`config.mk`:
```
export PLATFORM = sky130hd
export DESIGN_NAME = instruction_sequencer_flat
export DESIGN_NICKNAME = d
export VERILOG_FILES = /design/src/rtl/instruction_sequencer_if.sv /design/src/rtl/instruction_sequencer.sv /design/src/flat_wrapper.sv
export SDC_FILE = /design/constraint.sdc
export NUM_CORES = 1
export LEC_CHECK = 0
export BUFFER_PORTS_ARGS = -buffer_cell sky130_fd_sc_hd__buf_2
export CORE_MARGIN = 5
export CORE_UTILIZATION = 45
export CTS_BUF_LIST = sky130_fd_sc_hd__clkbuf_2
export DETAILED_ROUTE_END_ITERATION = 16
export MAX_ROUTING_LAYER = met4
export PLACE_DENSITY = 0.72
export SLEW_MARGIN = 20
export SYNTH_ARGS = -nofsm -noshare
export SYNTH_HDL_FRONTEND = slang
export SYNTH_SLANG_ARGS = --single-unit
export TNS_END_PERCENT = 30
```
`constraint.sdc`:
```
create_clock -name CLKin -period 2.86 [get_ports CLKin]
set_input_delay 0.286 -clock CLKin [delete_from_list [all_inputs] [get_ports CLKin]]
set_output_delay 0.286 -clock CLKin [all_outputs]
set_load 0.1 [all_outputs]
```
`src/rtl/instruction_sequencer_if.sv`:
```
// Program-memory bus between the instruction sequencer (master) and program memory (slave).
interface instruction_sequencer_if #(
  parameter int PC_WIDTH = 4
);
  logic [PC_WIDTH-1:0] pc_addr;
  logic                mem_req;
  logic [7:0]          instr_data;

  modport master (output pc_addr, mem_req, input instr_data);
  modport slave  (input pc_addr, mem_req, output instr_data);
endinterface

```
`src/rtl/instruction_sequencer.sv`:
```
// Four-phase fetch/decode/execute/writeback sequencer over a small program memory.
// All control outputs are registered and are loaded with the value for the state being entered.
module instruction_sequencer #(
  parameter int PC_WIDTH  = 4,
  parameter int PROG_LAST = 15
) (
  input  logic                        CLKin,
  input  logic                        reset,
  input  logic                        start,
  input  logic                        halt_req,
  instruction_sequencer_if.master     mem,
  output logic [3:0]                  opcode_out,
  output logic [3:0]                  operand_out,
  output logic                        exec_en,
  output logic                        busy,
  output logic                        done
);
  typedef enum logic [2:0] {
    S_IDLE, S_FETCH, S_DECODE, S_EXECUTE, S_WRITEBACK, S_DONE
  } state_t;

  localparam logic [PC_WIDTH-1:0] LAST = PROG_LAST[PC_WIDTH-1:0];

  state_t              state;
  logic [PC_WIDTH-1:0] pc;
  logic [7:0]          ir;
  logic                mem_req;

  assign mem.pc_addr = pc;
  assign mem.mem_req = mem_req;
  assign opcode_out  = ir[7:4];
  assign operand_out = ir[3:0];

  always_ff @(posedge CLKin) begin
    if (!reset) begin
      state   <= S_IDLE;
      pc      <= '0;
      ir      <= '0;
      mem_req <= 1'b0;
      exec_en <= 1'b0;
      busy    <= 1'b0;
      done    <= 1'b0;
    end else begin
      mem_req <= 1'b0;
      exec_en <= 1'b0;
      case (state)
        S_IDLE: if (start) begin
          state   <= S_FETCH;
          mem_req <= 1'b1;
          busy    <= 1'b1;
        end
        S_FETCH: state <= S_DECODE;
        S_DECODE: begin
          ir      <= mem.instr_data;
          state   <= S_EXECUTE;
          exec_en <= 1'b1;
        end
        S_EXECUTE: state <= S_WRITEBACK;
        S_WRITEBACK: begin
          // Last-address check wins over a pause so the program always terminates in DONE.
          if (pc == LAST) begin
            state <= S_DONE;
            busy  <= 1'b0;
            done  <= 1'b1;
          end else begin
            pc <= pc + 1'b1;
            if (halt_req) begin
              state <= S_IDLE;
              busy  <= 1'b0;
            end else begin
              state   <= S_FETCH;
              mem_req <= 1'b1;
            end
          end
        end
        S_DONE: if (start) begin
          pc      <= '0;
          state   <= S_FETCH;
          mem_req <= 1'b1;
          busy    <= 1'b1;
          done    <= 1'b0;
        end
        default: begin
          state <= S_IDLE;
          busy  <= 1'b0;
          done  <= 1'b0;
        end
      endcase
    end
  end
endmodule

```
`src/flat_wrapper.sv`:
```
// flat-port wrapper written by rule: the top's interface ports become plain ports
module instruction_sequencer_flat 
#(
  parameter int PC_WIDTH  = 4,
  parameter int PROG_LAST = 15
)
  (CLKin, reset, start, halt_req, opcode_out, operand_out, exec_en, busy, done, mem_pc_addr, mem_mem_req, mem_instr_data);
  instruction_sequencer_if #(.PC_WIDTH(PC_WIDTH)) mem_i ();
  input  logic CLKin;
  input  logic reset;
  input  logic start;
  input  logic halt_req;
  output logic [3:0] opcode_out;
  output logic [3:0] operand_out;
  output logic exec_en;
  output logic busy;
  output logic done;
  output wire logic [$bits(mem_i.pc_addr)-1:0] mem_pc_addr;
  output wire logic [$bits(mem_i.mem_req)-1:0] mem_mem_req;
  input wire logic [$bits(mem_i.instr_data)-1:0] mem_instr_data;
  assign mem_pc_addr = mem_i.pc_addr;
  assign mem_mem_req = mem_i.mem_req;
  assign mem_i.instr_data = mem_instr_data;
  instruction_sequencer #(.PC_WIDTH(PC_WIDTH), .PROG_LAST(PROG_LAST)) u_core (.CLKin(CLKin), .reset(reset), .start(start), .halt_req(halt_req), .mem(mem_i), .opcode_out(opcode_out), .operand_out(operand_out), .exec_en(exec_en), .busy(busy), .done(done));
endmodule
```
==> Word-level counts from Yosys, hierarchy flattened <==
Cells that the tools add are included.
{ "totals": {"wordCells": 48, "reg_bits": 19, "out_inout_bits": 16, "input_bits": 12} }
{ "classes": {"add_sub_neg": 1, "reduce_logical": 8, "n_bitwise": 2, "n_eq_ne": 11, "n_mux": 19} }
{ "op_table": {"columns": ["operator", "n"], "rows": [
  ["one-hot mux 3 bit (5 select lines)", 1],
  ["2-to-1 mux 1 bit", 10],
  ["AND reduction 3 bit", 3],
  ["2-to-1 mux 4 bit", 2],
  ["one-hot mux 4 bit (2 select lines)", 1],
  ["equality test 3 x 2 -> 1 bit (second input constant)", 2],
  ["equality test 3 bit (second input constant)", 2],
  ["2-to-1 mux 3 bit", 2],
  ["one-hot mux 1 bit (3 select lines)", 2],
  ["adder 4 x 1 -> 4 bit (second input constant)", 1],
  ["equality test 4 bit (second input constant)", 1],
  ["!= test 2 x 1 -> 1 bit (second input constant)", 2],
  ["!= test 2 bit (second input constant)", 2],
  ["OR reduction 4 bit", 1],
  ["equality test 3 x 1 -> 1 bit (second input constant)", 1],
  ["logical NOT 3 bit", 1],
  ["!= test 3 x 2 -> 1 bit (second input constant)", 1],
  ["OR reduction 3 bit", 1],
  ["NOT 1 bit", 2],
  ["one-hot mux 1 bit (2 select lines)", 1],
  ["nonzero test 2 bit", 1],
  ["OR reduction 2 bit", 1]
]} }

==> Depth between registers and ports, before layout <==
Gate-level depths: netlist (run 1).
{ "logic_depth": {"ltp_word": 4, "ltp_mapped": 5, "depth_no_buf": 4} }

==> Worst setup path after synthesis (run 1) <==
No wires, ideal clock.
{ "synth_timing": {"path_kind": "reg2reg", "from": "register u_core.pc[0] (netlist: u_core.mem.pc_addr[0])", "to": "register u_core.pc[2] (netlist: u_core.mem.pc_addr[2])", "required_time_ns": 2.787, "t_arrival_ns": 1.910, "slack_ns": 0.877, "path_stages_with_launch": 5, "setup_ns": 0.073, "n_path_buf": 0, "path_cell_list": "dfxtp_1 > ha_1 > inv_1 > nor4_1 > mux2i_1"} }
{ "synth_via": {"elab_chain_cells": 3, "word_cells_on_any_way": 6, "classes_between": "add/sub (1); eq/ne (2); mux (2); reduce/logical (1)"} }
{ "synth_rtl": {"columns": ["element", "line", "text"], "rows": [
  ["start: declaration", "instruction_sequencer.sv:25", "logic [PC_WIDTH-1:0] pc;"],
  ["start signal: assignment", "instruction_sequencer.sv:66", "pc <= pc + 1'b1;"],
  ["adder 4 x 1 -> 4 bit / equality test 4 bit (equally long branches)", "instruction_sequencer.sv:66, instruction_sequencer.sv:61", null],
  ["2-to-1 mux 4 bit / != test 2 bit (equally long branches)", null, null],
  ["one-hot mux 4 bit (2 select lines) / AND reduction 3 bit (equally long branches)", null, null]
]} }
Parallel ways exist; a longest one is shown, timed or not. The select of a mux whose other input is x is not followed.
A chain may end at the register's enable or synchronous reset.

==> Worst setup path after layout (run 1) <==
{ "layout_timing": {"from": "register u_core.pc[2] (netlist: u_core.mem.pc_addr[2])", "to": "output port mem_pc_addr[2]"} }
{ "layout_rtl": {"columns": ["element", "line", "text"], "rows": [
  ["end: declaration", "flat_wrapper.sv:18", "output wire logic [$bits(mem_i.pc_addr)-1:0] mem_pc_addr;"]
]} }
No word-level cell between the ends.

==> results of run 1 <==
[metrics by stage]
| stage | utilization | cells | hold WS [ns] |
|---|---|---|---|
| floorplan | - | 98 | 0.433 |
| global route | 0.551 | 151 | 0.212 |
| global placement | 0.540 | 147 | 0.457 |
| finish | 0.551 | 151 | 0.217 |
| detailed placement | 0.540 | 147 | 0.454 |
| CTS | 0.551 | 151 | 0.207 |
[where the power goes]
group / total, uW / leakage, uW / internal (uW) / switching, uW
Clock: 114 / 0.0000164 / 31.7 / 82.0
Combinational: 171 / 0.000292 / 43.2 / 128
Sequential: 299 / 0.000155 / 281 / 17.2
[final cells by class]
| type | count | area, um2 | share of cell area |
|---|---|---|---|
| Multi-Input combinational cell | 68 | 463 | 0.437 |
| Clock buffer | 3 | 15.0 | 0.0142 |
| Sequential cell | 19 | 380 | 0.359 |
| Tap cell | 27 | 33.8 | 0.0319 |
| Clock inverter | 1 | 5.00 | 0.00473 |
| Timing Repair Buffer | 28 | 143 | 0.135 |
| Inverter | 5 | 18.8 | 0.0177 |
[cells in the mapped netlist]
| cell type | n | share of area |
|---|---|---|
| inv_1 | 5 | 0.021 |
| buf_2 | 3 | 0.017 |
| buf_4 | 2 | 0.017 |
| nor3b_1 | 2 | 0.017 |
| nand4b_1 | 1 | 0.0098 |
| o21a_1 | 1 | 0.0084 |
| and3_1 | 1 | 0.0070 |
| nand2_1 | 5 | 0.021 |
| nand3_1 | 4 | 0.022 |
| nand2b_4 | 1 | 0.015 |
| nor2b_1 | 3 | 0.021 |
| clkbuf_1 | 1 | 0.0042 |
| mux2i_1 | 11 | 0.12 |
| nor2_1 | 11 | 0.046 |
| nor4_2 | 1 | 0.014 |
| a221oi_1 | 1 | 0.0098 |
| dfxtp_1 | 19 | 0.42 |
| and4b_1 | 1 | 0.011 |
| or3_1 | 1 | 0.0070 |
| a31oi_1 | 4 | 0.028 |
| and4_1 | 1 | 0.0098 |
| nor4_1 | 2 | 0.014 |
| o311a_1 | 1 | 0.011 |
| xnor2_1 | 1 | 0.0098 |
| nor3_1 | 2 | 0.011 |
| a21oi_1 | 3 | 0.017 |
| and2_1 | 1 | 0.0070 |
| ha_1 | 1 | 0.014 |
| o21ai_0 | 2 | 0.011 |
| o22ai_1 | 2 | 0.014 |
| nand3b_1 | 2 | 0.017 |
| o221ai_1 | 1 | 0.0098 |
| or4b_1 | 1 | 0.011 |
[logic make-up (layout without fill, tap and decap cells)]
group	count (synthesis)	count (layout)	share of synthesized area
xor gates and xnor gates	1	1	0.00978
DFF	19	19	0.425
buffers and inverters	11	37	0.0586
adders and majority gates	1	1	0.0140
and+or+nand+nor	40	40	0.261
muxes	11	11	0.123
AOI/OAI and AO/OA	15	15	0.109
[worst min path at each step]
stage	cells past startpoint	slack (ns)	from	end
2_1_floorplan	2	0.43	mem_instr_data[0]	u_core.ir[0]
3_3_place_gp	2	0.46	u_core.busy	u_core.busy
3_5_place_dp	2	0.45	u_core.busy	u_core.busy
4_1_cts	3	0.21	mem_instr_data[2]	u_core.ir[2]
5_1_grt	3	0.21	mem_instr_data[6]	u_core.ir[6]
6_report	3	0.22	mem_instr_data[1]	u_core.ir[1]
[flip-flops by register name, indices dropped and copies added, names as in the netlist]
name,count
u_core.exec_en,1
u_core.state,3
u_core.done,1
u_core.busy,1
u_core.ir,8
u_core.mem.mem_req,1
u_core.mem.pc_addr,4
[layer usage]
layer | GRT usage | wire length (um)
met1 | 0.184 | 871
met2 | 0.207 | 831
met3 | 0.0245 | 121
met4 | 0.0498 | 14
met5 | - | 0
[placed cells by master, fill, tap and decap left out, types with 2 or more instances in the layout]
cell and instances:
nor4_1 2, nor2_1 11, mux2i_1 11, dfxtp_1 19
nor3_1 2, nor2b_1 3, buf_2 27, nand3b_1 2
nor3b_1 2, clkbuf_2 3, inv_1 5, a31oi_1 4
nand3_1 4, o22ai_1 2, o21ai_0 2, nand2_1 5
a21oi_1 3
==> flow_metrics.env, run 1 <==
export IMPL_syn_area_um2=896
export IMPL_worstPathRequired_ns=2.57
export IMPL_port_buffers=27
export IMPL_relSlewSlack=0.676
export IMPL_synthDistinctLibCells=33
export IMPL_cp_endpoint="mem_pc_addr[2]"
export IMPL_post_route_period_util=0.548
export IMPL_max_cap_viol_count=0
export IMPL_vdd_ir_drop_max_mv=0.383
export IMPL_path_max_fanout=9
export IMPL_antenna_found_initial=0
export IMPL_finalSetupTns_ns=0
export IMPL_syn_to_final_growth_pct=18.2
export IMPL_remaining_drc_errors=0
export IMPL_p_per_area_mw_per_mm2=551
export IMPL_coreArea_mm2=0.00192
export IMPL_clockBufferDepth=2
export IMPL_die_height_um=54.6
export IMPL_rsz0062_at_grt="no"
export IMPL_synthCells=98
export IMPL_grt_max_degree=15
export IMPL_worstSetupPathType="reg2out"
export IMPL_crit_arrival_ns=1.28
export IMPL_reg2reg_to="u_core.busy"
export IMPL_clk_pin_slew_ns=0.19
export IMPL_gr_total_overflow=0
export IMPL_critPathLaunchType="register"
export IMPL_dieArea_mm2=0.00298
export IMPL_worstRegToRegCells=3
export IMPL_first_global_vias=683
export IMPL_p_leak_uw=0.000463
export IMPL_timing_fmax_ghz=0.638
export IMPL_ant_nets=0
export IMPL_cts_tree="yes"
export IMPL_dp_slack_ns=1.38
export IMPL_cp_num_cells=1
export IMPL_firstDrtPassIters=4
export IMPL_syn_num_nets=111
export IMPL_n_antenna_cell=0
export IMPL_ys_seq_area_frac=0.425
export IMPL_cts_resized=0
export IMPL_p_total_uw=584
export IMPL_finalSetupViolCount=0
export IMPL_grtUsageTotal=0.138
export IMPL_path_buf_inv=1
export IMPL_yosys_warnings=0
export IMPL_crit_reg2reg_launch="u_core.state[2]"
export IMPL_ioPinCount=28
export IMPL_nFillCells=194
export IMPL_dp_final_hpwl_um=1340
export IMPL_fin_crit_ns=1.57
export IMPL_cts_sinks=19
export IMPL_routed_wl_um=1840
export IMPL_slowest_delay_ns=0.50
export IMPL_finalWorstSetupSlack_ns=1.29
export IMPL_fin_skew_ns=0.0105
export IMPL_final_cell_area_mm2=0.00106
export IMPL_hold_class="in2reg"
export IMPL_tightest_slew_ns=0.489
export IMPL_cts_setup_buffers=0
export IMPL_gp_congestion=0.890
export IMPL_die_x_um=54.6
export IMPL_cp_startpoint="u_core.mem.pc_addr[2]"
export IMPL_initial_utilization=0.466
export IMPL_wl_per_cell_um=12.2
export IMPL_clock_latency_ns=0.30
export IMPL_crit_family="flip-flops"
export IMPL_final_max_slew_viol_count=0
export IMPL_holdBufCountCts=0
export IMPL_slowest_stage="dfxtp_1"
export IMPL_dpl_cell_area_mm2=0.00104
export IMPL_h_tree_depth=1
export IMPL_r2r_slack_ns=1.35
export IMPL_root_buffer="clkbuf_2"
export IMPL_avgViaCountPerCell=5.28
export IMPL_crit_path_end_kind="output port"
export IMPL_hold_viol_final=0
export IMPL_initialDrtViolationCount=23
export IMPL_vias=798
export IMPL_cts_made_buffers=3
export IMPL_num_rows=16
export IMPL_path_cells="buf_2"
export IMPL_syn_area_per_cell_um2=9.14
export IMPL_drive_gt1_frac=0.274
export IMPL_outcome="completed"
export IMPL_grt_pass1_wl_um=2930
export IMPL_synth_seq_cells=19
export IMPL_nNetsFinal=138
Power figures use the tool's default switching activity.
==> run 2, diff against run 1 <==
==> constraint.sdc (replaced) <==
create_clock -name CLKin -period 1.6 [get_ports CLKin]
set_input_delay 0.16 -clock CLKin [delete_from_list [all_inputs] [get_ports CLKin]]
set_output_delay 0.16 -clock CLKin [all_outputs]
set_load 0.1 [all_outputs]
==> run 2 against run 1 <==
Against the previous run:
- via count rose by 0.75%
- final cell count rose by 0.66%
- sequential power rose by 76%
- critical path depth rose by 3
- cell area rose by 2.2%
- sequential share of layout area rose by 0.14 points
- non-clock buffer count rose by 1
- first-iteration DRC count fell by 48%
- hold slack got worse by 0.14 ns
- clock skew fell by 0.0047 ns
- setup slack got worse by 1.2 ns
- count of clock-buffer cells in the layout did not move
==> flow_metrics.env, run 2 (same netlist as run 1, synthesis figures left out) <==
export IMPL_initial_utilization=0.466
export IMPL_vias=804
export IMPL_n_antenna_cell=0
export IMPL_ioPinCount=28
export IMPL_gr_total_overflow=0
export IMPL_vdd_ir_drop_max_mv=0.792
export IMPL_rsz0062_at_grt="no"
export IMPL_drive_gt1_frac=0.320
export IMPL_grt_pass1_wl_um=2960
export IMPL_avgViaCountPerCell=5.29
export IMPL_wl_per_cell_um=12.1
export IMPL_outcome="completed"
export IMPL_root_buffer="clkbuf_2"
export IMPL_whs_path_depth=3
export IMPL_finalWorstSetupSlack_ns=0.0981
export IMPL_clk_pin_slew_ns=0.18
export IMPL_worstHoldEndpoint="u_core.ir[4]"
export IMPL_hold_viol_final=0
export IMPL_remaining_drc_errors=0
export IMPL_clockBufferDepth=2
export IMPL_h_tree_depth=1
export IMPL_reg2reg_to="u_core.mem.pc_addr[3]"
export IMPL_fin_crit_ns=1.50
export IMPL_dieArea_mm2=0.00298
export IMPL_cts_made_buffers=3
export IMPL_crit_path_end_kind="register"
export IMPL_post_route_period_util=0.939
export IMPL_clock_latency_ns=0.30
export IMPL_largest_register_ffs=8
export IMPL_cts_tree="yes"
export IMPL_first_global_vias=734
export IMPL_timing_fmax_ghz=0.666
export IMPL_final_seq_area_um2=390
export IMPL_path_cells="ha_1 > and4b_1 > nor4_2 > mux2i_1"
export IMPL_num_rows=16
export IMPL_nNetsFinal=139
export IMPL_max_flop_register="u_core.ir"
export IMPL_p_leak_uw=0.000471
export IMPL_p_per_area_mw_per_mm2=961
export IMPL_firstDrtPassIters=4
export IMPL_r2r_slack_ns=0.1
export IMPL_dr_max_layer_used="met4"
export IMPL_antenna_found_initial=0
export IMPL_die_x_um=54.6
export IMPL_worstSetupPathType="reg2reg"
export IMPL_coreArea_mm2=0.00192
export IMPL_routed_wl_um=1840
export IMPL_port_buffers=27
export IMPL_hold_class="in2reg"
export IMPL_final_max_slew_viol_count=0
export IMPL_wl_met2_um=789
export IMPL_tightest_slew_ns=0.489
export IMPL_met3_length_um=133
export IMPL_cts_setup_buffers=0
export IMPL_worstRegToRegCells=4
export IMPL_multi_input_area_um2=469
export IMPL_critPathLaunchType="register"
export IMPL_grt_max_degree=14
export IMPL_crit_arrival_ns=1.74
export IMPL_holdBufCountCts=0
export IMPL_slowest_stage="dfxtp_4"
export IMPL_final_common_cell="buf_2"
export IMPL_cts_sinks=19
export IMPL_fin_skew_ns=0.00582
export IMPL_dpl_cell_area_mm2=0.00106
export IMPL_met1_length_um=873
export IMPL_path_max_fanout=6
export IMPL_nFillCells=196
export IMPL_layout_common_cells="27 x buf_2, 15 x dfxtp_1, 11 x mux2i_1, 11 x nor2_1"
export IMPL_dp_slack_ns=0.116
export IMPL_finalSetupTns_ns=0
export IMPL_syn_to_final_growth_pct=20.8
export IMPL_final_cell_area_mm2=0.00108
export IMPL_dp_final_hpwl_um=1330
export IMPL_die_height_um=54.6
export IMPL_ant_nets=0
export IMPL_slowest_delay_ns=0.40
export IMPL_relSlewSlack=0.677
export IMPL_crit_reg2reg_launch="u_core.mem.pc_addr[0]"
export IMPL_initialDrtViolationCount=12
export IMPL_gp_congestion=0.848
export IMPL_max_cap_viol_count=0
export IMPL_finalSetupViolCount=0
export IMPL_grtUsageTotal=0.142
export IMPL_hp_start="mem_instr_data[4]"
export IMPL_worstPathRequired_ns=1.84
## run 2: cell count changes in the layout (fill, tap and decap cells not counted), sizes merged
cell  before  now
buf       28   29
## run 2: final cells by class
cell class	instances	share of cell area
clock buffer	3	0.0139
clock inverter	1	0.00462
inverter	5	0.0173
multi-input combinational	68	0.434
sequential	19	0.361
tap	27	0.0312
timing repair buffer	29	0.139
## run 2: where the power goes
| group | leakage (uW) | internal (uW) | switching, uW |
|---|---|---|---|
| logic | 0.000298 | 78.1 | 231 |
| clock network | 0.0000164 | 56.6 | 147 |
| registers | 0.000157 | 500 | 27.4 |
## run 2: critical path: cells and delay by family, from the launching register on
family        cells  cell delay (ns)
flops             1             0.40
fa+ha+maj         1             0.26
mux               1             0.22
simple gates      2             0.56
## run 2: worst max path at each step
stage                     startpoint                    end  slack [ns]  cells after the start
5_1_grt        u_core.mem.pc_addr[0]  u_core.mem.pc_addr[3]        0.02                      4
3_5_place_dp   u_core.mem.pc_addr[0]  u_core.mem.pc_addr[2]        0.12                      4
4_1_cts        u_core.mem.pc_addr[0]  u_core.mem.pc_addr[2]        0.08                      4
2_1_floorplan  u_core.mem.pc_addr[0]  u_core.mem.pc_addr[2]        0.08                      4
6_report       u_core.mem.pc_addr[0]  u_core.mem.pc_addr[3]         0.1                      4
3_3_place_gp   u_core.mem.pc_addr[0]  u_core.mem.pc_addr[2]        0.18                      4
## run 2: metrics by stage
step	hold WS, ns	util	power, uW	cells
CTS	0.0623	0.560	1050	152
global placement	0.394	0.549	844	148
global route	0.0525	0.563	1100	152
floorplan	0.307	-	799	98
detailed placement	0.402	0.549	848	148
finish	0.0743	0.563	1040	152
## run 2: layer usage
metal | GRT usage | up-vias
li1 | - | 406
met1 | 0.170 | 364
met2 | 0.213 | 28
met3 | 0.0354 | 6
met4 | 0.0871 | 0
met5 | - | -
## run 2: repair_timing
item	4_1_cts	5_1_grt
endpoints found under the setup margin	0	1
gates resized for setup	0	1
hold endpoints to repair	0	0
